==> config.mk <==
export PLATFORM = sky130hd
export DESIGN_NAME = mux_rr_arbiter4
export DESIGN_NICKNAME = d
export VERILOG_FILES = /design/src/rtl/mux_arb_pkg.sv /design/src/rtl/mux_rr_arbiter4_mux.sv /design/src/rtl/mux_rr_arbiter4.sv
export SDC_FILE = /design/constraint.sdc
export NUM_CORES = 1
export LEC_CHECK = 0
export BUFFER_PORTS_ARGS = -buffer_cell sky130_fd_sc_hd__buf_2
export CORE_UTILIZATION = 50
export CTS_BUF_LIST = sky130_fd_sc_hd__clkbuf_4
export DETAILED_ROUTE_END_ITERATION = 8
export PLACE_DENSITY_LB_ADDON = 0.15
export SYNTH_ARGS = -nofsm -noshare
export SYNTH_HDL_FRONTEND = slang
export SYNTH_SLANG_ARGS = --single-unit
==> constraint.sdc <==
create_clock -name clk -period 2 [get_ports clk]
set_clock_uncertainty 0.05 [all_clocks]
set_input_delay 0.4 -clock clk [delete_from_list [all_inputs] [get_ports clk]]
set_output_delay 0.4 -clock clk [all_outputs]
set_load 0.05 [all_outputs]
==> src/rtl/mux_arb_pkg.sv <==
// Shared definitions for the round-robin mux arbiter: FSM encodings, sizes,
// and the rotating-priority search used by both idle arbitration and release.
package mux_arb_pkg;

  localparam int N_REQ = 4;
  localparam int SEL_W = 2;

  typedef enum logic {
    ST_IDLE  = 1'b0,
    ST_GRANT = 1'b1
  } state_t;

  typedef struct packed {
    logic             found;
    logic [SEL_W-1:0] idx;
  } search_t;

  // First set request bit at or after 'start', wrapping modulo N_REQ.
  // Scanning from the far end down lets the nearest hit overwrite later ones.
  function automatic search_t rr_search(input logic [N_REQ-1:0] req,
                                        input logic [SEL_W-1:0] start);
    search_t          res;
    logic [SEL_W-1:0] cand;
    res.found = 1'b0;
    res.idx   = start;
    for (int k = N_REQ - 1; k >= 0; k--) begin
      cand = start + SEL_W'(k);
      if (req[cand]) begin
        res.found = 1'b1;
        res.idx   = cand;
      end
    end
    return res;
  endfunction

endpackage

==> src/rtl/mux_rr_arbiter4_mux.sv <==
// Plain 4:1 single-bit multiplexer; the arbiter is its only source of select.
module multiplexer4x1 (
  input  logic [3:0] w,
  input  logic [1:0] s,
  output logic       f
);

  // Pure combinational select.
  always_comb begin
    case (s)
      2'd0:    f = w[0];
      2'd1:    f = w[1];
      2'd2:    f = w[2];
      default: f = w[3];
    endcase
  end

endmodule

==> src/rtl/mux_rr_arbiter4.sv <==
// Round-robin arbiter sharing one 4:1 mux among four requesters. A grant is
// held while its requester keeps asking, up to MAX_HOLD cycles (legal 1..15),
// then priority rotates past the owner and a new winner is picked in the same
// cycle so the mux never idles while someone is waiting.
module mux_rr_arbiter4
  import mux_arb_pkg::*;
#(
  parameter int MAX_HOLD = 4
) (
  input  logic                 clk,
  input  logic                 rst_n,
  input  logic [N_REQ-1:0]     req,
  input  logic [N_REQ-1:0]     w,
  output logic [N_REQ-1:0]     gnt,
  output logic [SEL_W-1:0]     sel,
  output logic                 y,
  output logic                 valid
);

  localparam logic [3:0] MAX_CNT = 4'(MAX_HOLD);

  state_t           state_reg, state_next;
  logic [SEL_W-1:0] ptr_reg, ptr_next;
  logic [SEL_W-1:0] sel_reg, sel_next;
  logic [3:0]       cnt_reg, cnt_next;
  logic             y_reg, valid_reg;
  logic [N_REQ-1:0] gnt_comb;
  logic             mux_out;
  logic [SEL_W-1:0] rel_start;
  search_t          idle_hit, rel_hit;

  // On release the search starts just past the current owner.
  assign rel_start = sel_reg + SEL_W'(1);
  assign idle_hit  = rr_search(req, ptr_reg);
  assign rel_hit   = rr_search(req, rel_start);

  multiplexer4x1 u_mux (
    .w (w),
    .s (sel_reg),
    .f (mux_out)
  );

  // State register: FSM state, priority pointer, select and hold counter.
  always_ff @(posedge clk or negedge rst_n) begin
    if (!rst_n) begin
      state_reg <= ST_IDLE;
      ptr_reg   <= '0;
      sel_reg   <= '0;
      cnt_reg   <= '0;
    end else begin
      state_reg <= state_next;
      ptr_reg   <= ptr_next;
      sel_reg   <= sel_next;
      cnt_reg   <= cnt_next;
    end
  end

  // Next-state logic: arbitrate from idle, hold, or release and re-arbitrate.
  always_comb begin
    state_next = state_reg;
    ptr_next   = ptr_reg;
    sel_next   = sel_reg;
    cnt_next   = cnt_reg;
    case (state_reg)
      ST_IDLE: begin
        if (idle_hit.found) begin
          state_next = ST_GRANT;
          sel_next   = idle_hit.idx;
          cnt_next   = 4'd1;
        end
      end
      ST_GRANT: begin
        if (req[sel_reg] && (cnt_reg < MAX_CNT)) begin
          cnt_next = cnt_reg + 4'd1;
        end else begin
          // The expired owner becomes lowest priority; if it is the only
          // requester it still wins again with a fresh count.
          ptr_next = rel_start;
          if (rel_hit.found) begin
            sel_next = rel_hit.idx;
            cnt_next = 4'd1;
          end else begin
            state_next = ST_IDLE;
            cnt_next   = 4'd0;
          end
        end
      end
      default: begin
        state_next = ST_IDLE;
      end
    endcase
  end

  // Output decode: one-hot grant of the selected requester while granting.
  always_comb begin
    gnt_comb = '0;
    if (state_reg == ST_GRANT) begin
      gnt_comb[sel_reg] = 1'b1;
    end
  end

  // Data path: register the mux output and flag it when it is a granted sample.
  always_ff @(posedge clk or negedge rst_n) begin
    if (!rst_n) begin
      y_reg     <= 1'b0;
      valid_reg <= 1'b0;
    end else begin
      y_reg     <= mux_out;
      valid_reg <= (state_reg == ST_GRANT) && req[sel_reg];
    end
  end

  assign gnt   = gnt_comb;
  assign sel   = sel_reg;
  assign y     = y_reg;
  assign valid = valid_reg;

endmodule

# Yosys cells after proc, flatten, opt, wreduce, memory -nomap -nowiden

Index checks and enable logic that the tools add are counted.

Bits of input ports: 10
Register bits: 11

$add $sub $neg: 8
Mux-type cells: 42
Reduce and logical (&&, ||, !) cells: 6
Magnitude comparators: 11
Bitwise operators: 2
Eq/ne operators: 5

Operators by type and width:

| operator                                                              | count |
|---|---|
| 2-bit by 3-bit < comparator with 1-bit output, second input constant  | 9 |
| 3-bit two-way mux                                                     | 8 |
| 1-bit binary-select mux with 2-bit select                             | 9 |
| 1-bit two-way mux                                                     | 14 |
| 4-bit two-way mux                                                     | 3 |
| 2-bit adder, second input constant                                    | 4 |
| 4-bit one-hot mux with 2 select lines                                 | 1 |
| 2-bit by 1-bit adder with 2-bit output, second input constant         | 3 |
| 2-bit two-way mux                                                     | 3 |
| 4-bit by 1-bit adder with 4-bit output, second input constant         | 1 |
| 4-bit by 3-bit < comparator with 1-bit output, second input constant  | 1 |
| 2-bit != test, second input constant                                  | 2 |
| 2-bit one-hot mux with 2 select lines                                 | 1 |
| 1-bit logical AND                                                     | 3 |
| 1-bit one-hot mux with 3 select lines                                 | 1 |
| 3-bit AND reduction                                                   | 1 |
| 1-bit demux with 2-bit select                                         | 1 |
| 2-bit by 1-bit == test with 1-bit output, second input constant       | 1 |
| 2-bit == test, second input constant                                  | 1 |
| 2-bit by 1-bit >= comparator with 1-bit output, second input constant | 1 |
| 2-bit zero test                                                       | 1 |
| 2-bit by 1-bit != test with 1-bit output, second input constant       | 1 |
| 1-bit NOT                                                             | 2 |
| 1-bit one-hot mux with 2 select lines                                 | 1 |
| 2-bit AND reduction                                                   | 1 |

# Logic depth before layout (Yosys ltp)

Gate-level depths: netlist of the first run.

Word-level depth: 11
Gate-level depth with buffers: 8
Depth with buffers taken out: 7

# Modules after synthesis

From an unflattened synthesis of the first run, not the netlist that was laid out.

Cells, all modules: 88
Area total of the unflattened synthesis: 832.0 µm²

Modules (own cells, without submodules):

| module          | area an instance (µm²) | times used | seq. area each (µm²) | cells each |
|---|---|---|---|---|
| mux_rr_arbiter4 | 809.5                  | 1          | 275.3                | 87 |
| multiplexer4x1  | 22.5                   | 1          | 0.0                  | 1 |

# Worst setup path before layout of the first run

OpenSTA, ideal clock, no wires.

Path kind: reg-to-reg
Start: register sel_reg[0], in the netlist sel[0]
End: register sel_reg[0], in the netlist sel[0]
Data arrival time: 2.311 ns
Period minus slack after synthesis: 2.486 ns
Stages on the path, launching flop included: 9
Path slack: -0.486 ns
Path through: dfrtp_1 clkbuf_1 inv_1 ha_1 nor2_1 a32o_1 a211oi_1 o22a_1 nand3_1

Word-level cells in the longest chain between the ends: 11
Elaborated cells on any way between the ends: 25
Classes of those cells: 4 x add/sub; 2 x eq/ne; 17 x mux; 2 x reduce/logical

Ends and longest elaborated chain:

| item                                       | line                  | RTL |
|---|---|---|
| start, declared                            | mux_rr_arbiter4.sv:24 | `logic [SEL_W-1:0] sel_reg, sel_next;` |
| start signal, assigned                     | mux_rr_arbiter4.sv:53 | `sel_reg <= sel_next;` |
| 2-bit by 1-bit adder with 2-bit output (*) | mux_rr_arbiter4.sv:33 | `assign rel_start = sel_reg + SEL_W'(1);` |
| named net rel_start[0]                     | mux_rr_arbiter4.sv:29 | `logic [SEL_W-1:0] rel_start;` |
| 2-bit adder                                | mux_arb_pkg.sv:27     | `cand = start + SEL_W'(k);` |
| 1-bit binary-select mux with 2-bit select  | mux_arb_pkg.sv:28     | `if (req[cand]) begin` |
| 1-bit two-way mux (not written as such)    | mux_arb_pkg.sv:28     |  |
| 3-bit two-way mux (3 in a row)             | mux_arb_pkg.sv:28     |  |
| 3-bit two-way mux (*)                      | mux_arb_pkg.sv:28     |  |
| 2-bit two-way mux                          | mux_rr_arbiter4.sv:79 | `if (rel_hit.found) begin` |
| 2-bit two-way mux                          | mux_rr_arbiter4.sv:73 | `if (req[sel_reg] && (cnt_reg < MAX_CNT)) begin` |
| 2-bit one-hot mux with 2 select lines      | mux_rr_arbiter4.sv:64 | `case (state_reg)` |

The timed path passes the listed nets; every way through them passes the cells marked *. The select of a mux whose other input is x is not followed.
A chain may end at the register's enable or synchronous reset.

# Final worst setup path of the first run

Start: register sel_reg[0], in the netlist sel[0]
End: register sel_reg[0], in the netlist sel[0]

Word-level cells in the longest chain between the ends: 11
Elaborated cells on any way between the ends: 25
Classes of those cells: 4 x add/sub; 2 x eq/ne; 17 x mux; 2 x reduce/logical

Ends and longest elaborated chain:

| item                                      | line |
|---|---|
| 2-bit by 1-bit adder with 2-bit output    | mux_rr_arbiter4.sv:33 |
| 2-bit adder                               | mux_arb_pkg.sv:27 |
| 1-bit binary-select mux with 2-bit select | mux_arb_pkg.sv:28 |
| 1-bit two-way mux (not written as such)   | mux_arb_pkg.sv:28 |
| 3-bit two-way mux (4 in a row)            | mux_arb_pkg.sv:28 |
| 2-bit two-way mux                         | mux_rr_arbiter4.sv:79 |
| 2-bit two-way mux                         | mux_rr_arbiter4.sv:73 |
| 2-bit one-hot mux with 2 select lines     | mux_rr_arbiter4.sv:64 |

Several ways; a longest one is shown, not always the timed one. The select of a mux whose other input is x is not followed.

==> impl_metrics.csv, run 1 <==
group,metric,value,unit
route,postRouteWirelength,1600,microns
synth,yosysWarningCount,0,
placed_design,gp_congestion,0.849,
synth,synth-seq-cells,11,
cells_and_area,layout-area-overhead-vs-synth,20.7,%
route,detailedRoute.firstIterationViolations,10,
flow_run,max_cap_violations,0,
route,route.detailed.wl_per_inst,12.3,microns
floorplan,vertical_die_dimension,42.4,microns
run_status,result_of_the_run,"finished, final reports clean",
global_routing,grt.total_usage,0.205,
cts,tritoncts_num_sinks,11,
placed_design,place_hpwl,1240,microns
floorplan,coreArea,0.00151,sq mm
placed_design,io_buffer_count,17,
setup_path,reg2reg_setup_slack,0.13,ns
setup_path,critical_path.endpoint_type,"flop",
global_routing,grt_first_pass_wirelength,2790,microns
setup_path,cp_top_family,"simple AND/OR/NAND/NOR gates",
synth,synth_most_common_cell,"dfrtp_1",
setup_path,cp_required,2.15,ns
cts,cts_inserted_buffers,3,
setup_path,critical_path.startpoint_type,"flop",
sta,layout_worst_path_cycle_share,0.936,
route,route.vias.total,735,
sta,finalSetupViolCount,0,
cells_and_area,fillerInstances,134,
synth,synth_edf_count,0,
synth,leading_area_contributor_after_synthesis,"dfrtp_1",
cts,cts.repair_timing.setup_buffer_count,0,
synth,synth_top_flop_cell,"dfrtp_1",
sta,slew_headroom,0.797,
route,drc,0,
cells_and_area,antenna_cells_inserted,0,
floorplan,initial_core_util,0.541,
setup_path,setup.worst_path.class,"reg -> reg",
power,power_total,1590,uW
cts,cts_root_buf,"clkbuf_4",
setup_path,critPathBufInv,0,
power,seqPwrFrac,0.256,
power,power.leakage,0.000460,uW
floorplan,rows,14,
cts,insertion_delay,0.26,ns
global_routing,grt.overflow.total,0,
floorplan,floorplan.die.width,42.4,microns
floorplan,design.die.area,0.00179,sq mm
global_routing,grt_antenna_before_repair,0,
route,drtAntennaViolNets,0,
global_routing,first_global_vias,615,
synth,ys_seq_area_frac,0.338,
setup_path,cpPeakStageDelay,0.56,ns
sta,timing_max_transition_violations_final,0,
synth,synthTopCellsByArea,"dfrtp_1, ha_1, nand2_1, buf_6, mux2_2",
cells_and_area,finalCoreUtilization,0.653,
sta,post-route-min-period,1.87,ns
global_routing,grt_start_max_net_pins,12,
floorplan,top_level_ports,18,
sta,setup_repair_after_global_routing_missed_its_margin,"no",
synth,synth_top_cells_by_count,"dfrtp_1, nand2_1, nor2_1",
power,share_clk_of_total_power,0.099,
setup_path,path_max_fanout,7,
hold_path,hold_path_class,"in -> reg",
sta,fin_tns_setup,0,ns
synth,postSynthNetCount,108,
synth,synth_largest_type_area_fraction,0.338,
power,power_switching_share,0.493,
sta,fmaxAchievable,534,MHz
setup_path,crit_path_cell_trace,"mux4_2 -> and3_1 -> or4_1 -> nand3_1",
route,vias_per_cell,5.65,
cells_and_area,fin_nets,131,
cts,cts_tree,"yes",
synth,synth.distinct_cells,32,
cells_and_area,final_layout_size_suffix_gt1_frac,0.333,
power,power.switching,783,uW
cts,cts_max_path_buffers,2,
cts,h_tree_depth,1,
setup_path,critical_path_data_arrival_time,2.02,ns
route,1st_pass_router_iterations,4,
synth,netlist_area,815,sq um
sta,timing_worst_slew_pin_value,0.304,ns
sta,whs,0.326,ns
cts,clk_transition_reported_paths,0.06,ns
power,powerDensity,1620,mW/mm^2
power,combinationalPowerShare,0.645,
cells_and_area,largest_reg_flops,4,
synth,syn_area_per_cell,8.85,sq um
synth,ys_async_sr_fraction,1.00,
power,worst_supply_voltage_drop_on_vdd,698,uV
synth,number_of_standard_cells_after_synthesis,92,
setup_path,cp_slowest_cell,"mux4_2",
cts,post_cts_resize_count,0,
sta,report.final.hold_viol_count,0,
power,internal_power,807,uW
-- cells in the final DEF, fill, tap and decap left out, types with 2 or more instances in the layout --
| cell type | n |
|---|---|
| a21oi_1 | 2 |
| a31oi_1 | 2 |
| and2_1 | 5 |
| buf_2 | 17 |
| buf_4 | 7 |
| clkbuf_4 | 4 |
| dfrtp_1 | 9 |
| dfrtp_2 | 2 |
| ha_1 | 5 |
| inv_1 | 4 |
| mux2_2 | 3 |
| nand2_1 | 9 |
| nand2b_1 | 4 |
| nor2_1 | 7 |
| nor2b_1 | 2 |
| nor3_1 | 2 |
| o21ai_0 | 5 |
| o22ai_1 | 5 |
-- what timing repair did --
action	in CTS	in global routing
hold buffers	1	0
setup endpoints to repair	0	0
hold endpoints to repair	11	0
-- metrics by stage --
| step | worst slack, ns | cells | cell area, sq um |
|---|---|---|---|
| final | 0.128 | 130 | 983 |
| after global routing | 0.0204 | 130 | 983 |
| after CTS | 0.122 | 130 | 983 |
| after detailed placement | 0.124 | 125 | 943 |
| after global placement | 0.157 | 125 | 943 |
| after floorplan | 0.0392 | 92 | 845 |
-- final timing paths --
| check | end | start | depth (start not counted) |
|---|---|---|---|
| setup / recovery | sel[0]$_DFFE_PN0P_ | sel[0]$_DFFE_PN0P_ | 4 |
| hold / removal | y$_DFF_PN0_ | w[3] | 3 |
| setup reg to reg | sel[0]$_DFFE_PN0P_ | sel[0]$_DFFE_PN0P_ | 4 |
| hold reg to reg | cnt_reg[2]$_DFFE_PN0P_ | cnt_reg[2]$_DFFE_PN0P_ | 2 |
| max in group asynchronous | sel[0]$_DFFE_PN0P_ | rst_n | 2 |
| min in group asynchronous | cnt_reg[0]$_DFFE_PN0P_ | rst_n | 2 |
-- cell families (layout without fill, tap and decap cells) --
logic type | Yosys count | count (layout) | share of synthesized area
fa+ha+maj | 6 | 6 | 0.0922
flops | 11 | 11 | 0.338
simple gates | 37 | 37 | 0.237
compound gates | 21 | 21 | 0.169
buf+inv | 12 | 34 | 0.0829
mux | 5 | 5 | 0.0814
-- worst min-delay path: cells and delay by family --
family | cells | cell delay [ns]
buf+inv | 2 | 0.14
mux | 1 | 0.06
-- layer usage --
metal | global-route usage | routed length, microns | up-vias
li1 | - | - | 370
met1 | 0.272 | 746 | 327
met2 | 0.326 | 726 | 38
met4 | 0.0188 | 0 | 0
met5 | 0 | 0 | -
met3 | 0.0862 | 129 | 0
-- area by class of cell --
type,instances,area [sq um],share of cell area
Clock buffer,4,30.0,0.0305
Inverter,5,18.8,0.0191
Multi-Input combinational cell,69,489,0.497
Sequential cell,11,278,0.282
Tap cell,16,20.0,0.0204
Timing Repair Buffer,25,148,0.150
-- power groups by stage --
stage	Sequential, uW	Clock [uW]	Combinational [uW]
6_report	408	158	1030
5_1_grt	424	178	1120
4_1_cts	410	165	1030
3_5_place_dp	413	0	1030
3_3_place_gp	413	0	1010
2_1_floorplan	537	0	708
Note: power is estimated with default switching activity, not from simulation.
==> run 2, diff against run 1 <==
--- a/config.mk
+++ b/config.mk
@@ -6,7 +6,7 @@
 export NUM_CORES = 1
 export LEC_CHECK = 0
 export BUFFER_PORTS_ARGS = -buffer_cell sky130_fd_sc_hd__buf_2
-export CORE_UTILIZATION = 50
+export CORE_UTILIZATION = 55
 export CTS_BUF_LIST = sky130_fd_sc_hd__clkbuf_4
 export DETAILED_ROUTE_END_ITERATION = 8
 export PLACE_DENSITY_LB_ADDON = 0.15
==> constraint.sdc (replaced) <==
create_clock -name clk -period 1.91 [get_ports clk]
set_clock_uncertainty 0.05 [all_clocks]
set_input_delay 0.382 -clock clk [delete_from_list [all_inputs] [get_ports clk]]
set_output_delay 0.382 -clock clk [all_outputs]
set_load 0.05 [all_outputs]
==> run 2 against run 1 <==
Register-to-register slack lost 0.03 ns. Via count grew 2.0%. Clock-buffer cell count is the same. Hold slack got worse by 0.035 ns. Global-route usage up 2.7 points. Cell area rose by 1.7%.
==> impl_metrics.csv, run 2 (synthesis gave the netlist of run 1 again) <==
group,metric,value,unit
cts,cts_inserted_buffers,3,
placed_design,placedInstanceArea,960,sq um
sta,timing_worst_slew_pin_value,0.327,ns
setup_path,crit_path_cell_trace,"inv_1 -> ha_1 -> and2_1 -> buf_2",
global_routing,grt.overflow.total,0,
sta,layout_worst_path_cycle_share,0.960,
cts,cts.repair_timing.setup_buffer_count,0,
sta,finalSetupViolCount,0,
power,internal_power,873,uW
cts,cts_tree,"yes",
cells_and_area,most_frequent_standard_cell_in_the_layout_excluding_fill_and_tap_cells,"buf_2",
hold_path,worst_case_hold_path_end_point,"y$_DFF_PN0_",
cts,insertion_delay,0.27,ns
setup_path,setup.worst_path.class,"reg -> out",
run_status,result_of_the_run,"finished, final reports clean",
setup_path,r2r.worst_path.cells,4,
sta,post-route-min-period,1.83,ns
sta,setup_repair_after_global_routing_missed_its_margin,"no",
route,detailedRoute.firstIterationViolations,24,
flow_run,max_cap_violations,0,
sta,fmaxAchievable,545,MHz
setup_path,cpPeakStageDelay,0.45,ns
cells_and_area,finalInstanceArea,1000,sq um
power,share_clk_of_total_power,0.100,
floorplan,vertical_die_dimension,40.5,microns
placed_design,post-place-ws,0.117,ns
route,drc,0,
floorplan,rows,13,
global_routing,first_global_vias,545,
floorplan,design.die.area,0.00164,sq mm
global_routing,grt.total_usage,0.232,
hold_path,hold_path_class,"in -> reg",
power,power.leakage,0.000465,uW
cells_and_area,finalCoreUtilization,0.750,
cells_and_area,fin_nets,132,
power,power.switching,849,uW
floorplan,coreArea,0.00133,sq mm
cts,h_tree_depth,1,
setup_path,cp_required,1.48,ns
setup_path,timing.rr.end,"sel[0]$_DFFE_PN0P_",
cells_and_area,antenna_cells_inserted,0,
cells_and_area,layout-area-overhead-vs-synth,22.7,%
power,seqPwrFrac,0.247,
cts,cts_max_path_buffers,2,
placed_design,gp_congestion,0.812,
route,postRouteWirelength,1660,microns
cts,clk_transition_reported_paths,0.07,ns
global_routing,grt_start_max_net_pins,13,
setup_path,critical_path.endpoint_type,"output pin",
floorplan,floorplan.die.width,40.5,microns
route,vias_per_cell,5.77,
setup_path,path_max_fanout,6,
sta,report.final.hold_viol_count,0,
route,route.vias.total,750,
hold_path,whs_path_depth,3,
floorplan,top_level_ports,18,
power,combinationalPowerShare,0.653,
setup_path,critical_path_data_arrival_time,1.40,ns
global_routing,grt_antenna_before_repair,0,
sta,slew_headroom,0.782,
setup_path,critical_path.reg2reg.startpoint,"sel[0]$_DFFE_PN0P_",
cts,cts_root_buf,"clkbuf_4",
cells_and_area,largest_reg_flops,4,
route,route.detailed.wl_per_inst,12.8,microns
placed_design,io_buffer_count,17,
global_routing,grt_first_pass_wirelength,2430,microns
setup_path,critical_path.startpoint_type,"flop",
power,power_switching_share,0.493,
setup_path,reg2reg_setup_slack,0.10,ns
cts,tritoncts_num_sinks,11,
cells_and_area,fillerInstances,110,
floorplan,initial_core_util,0.611,
power,worst_supply_voltage_drop_on_vdd,743,uV
sta,fin_tns_setup,0,ns
cells_and_area,final_layout_size_suffix_gt1_frac,0.357,
route,1st_pass_router_iterations,4,
cts,post_cts_resize_count,0,
sta,timing_max_transition_violations_final,0,
setup_path,cp_slowest_cell,"dfrtp_2",
route,drtAntennaViolNets,0,
sta,finalWorstSetupSlack,0.0759,ns
cells_and_area,final_cell_mix,"buf_2, nand2_1, dfrtp_1, buf_4, nor2_1",
power,powerDensity,1720,mW/mm^2
hold_path,hold_start,"w[3]",
-- run 2: what timing repair did --
| item | CTS | global route |
|---|---|---|
| endpoints found under the hold margin | 11 | 0 |
| hold buffers | 1 | 0 |
| endpoints found under the setup margin | 0 | 0 |
-- run 2: critical path, delay by kind of cell, from the launching register on --
family	cells	cell delay (ns)
buf+inv	2	0.38
flops	1	0.45
fa+ha+maj	1	0.18
simple gates	1	0.12
-- run 2: how the worst max path moves through the flow --
stage	end	slack, ns	start	cells after the start
after global routing	gnt[1]	0.002	sel[1]$_DFFE_PN0P_	4
final	gnt[1]	0.08	sel[1]$_DFFE_PN0P_	4
after floorplan	sel[0]$_DFFE_PN0P_	-0.02	sel[0]$_DFFE_PN0P_	8
after CTS	gnt[1]	0.07	sel[1]$_DFFE_PN0P_	4
after global placement	sel[1]$_DFFE_PN0P_	0.15	sel[0]$_DFFE_PN0P_	4
after detailed placement	sel[0]$_DFFE_PN0P_	0.12	sel[0]$_DFFE_PN0P_	4
-- run 2: layout make-up --
type	instances	area (sq um)	area share
Multi-Input combinational cell	69	497	0.497
Sequential cell	11	278	0.278
Timing Repair Buffer	26	155	0.155
Clock buffer	4	30.0	0.0300
Inverter	5	21.3	0.0213
Tap cell	15	18.8	0.0188
-- run 2: power groups by stage --
stage	clock network (uW)	logic, uW	registers (uW)
3_5_place_dp	0	1130	427
3_3_place_gp	0	1100	420
6_report	172	1130	425
4_1_cts	174	1130	423
5_1_grt	188	1240	439
2_1_floorplan	0	764	562
-- run 2: through the flow --
stage	hold slack [ns]	instances	power (uW)
floorplan	0.0364	92	1330
global route	0.292	130	1860
detailed placement	0.207	125	1560
CTS	0.292	130	1730
finish	0.291	130	1720
global placement	0.205	125	1520
-- run 2: layer usage --
metal,vias up,track usage,part of all wire
li1,374,-,-
met1,342,0.294,0.46
met2,32,0.349,0.45
met3,2,0.106,0.077
met4,0,0.0667,0.0072
met5,-,0,0
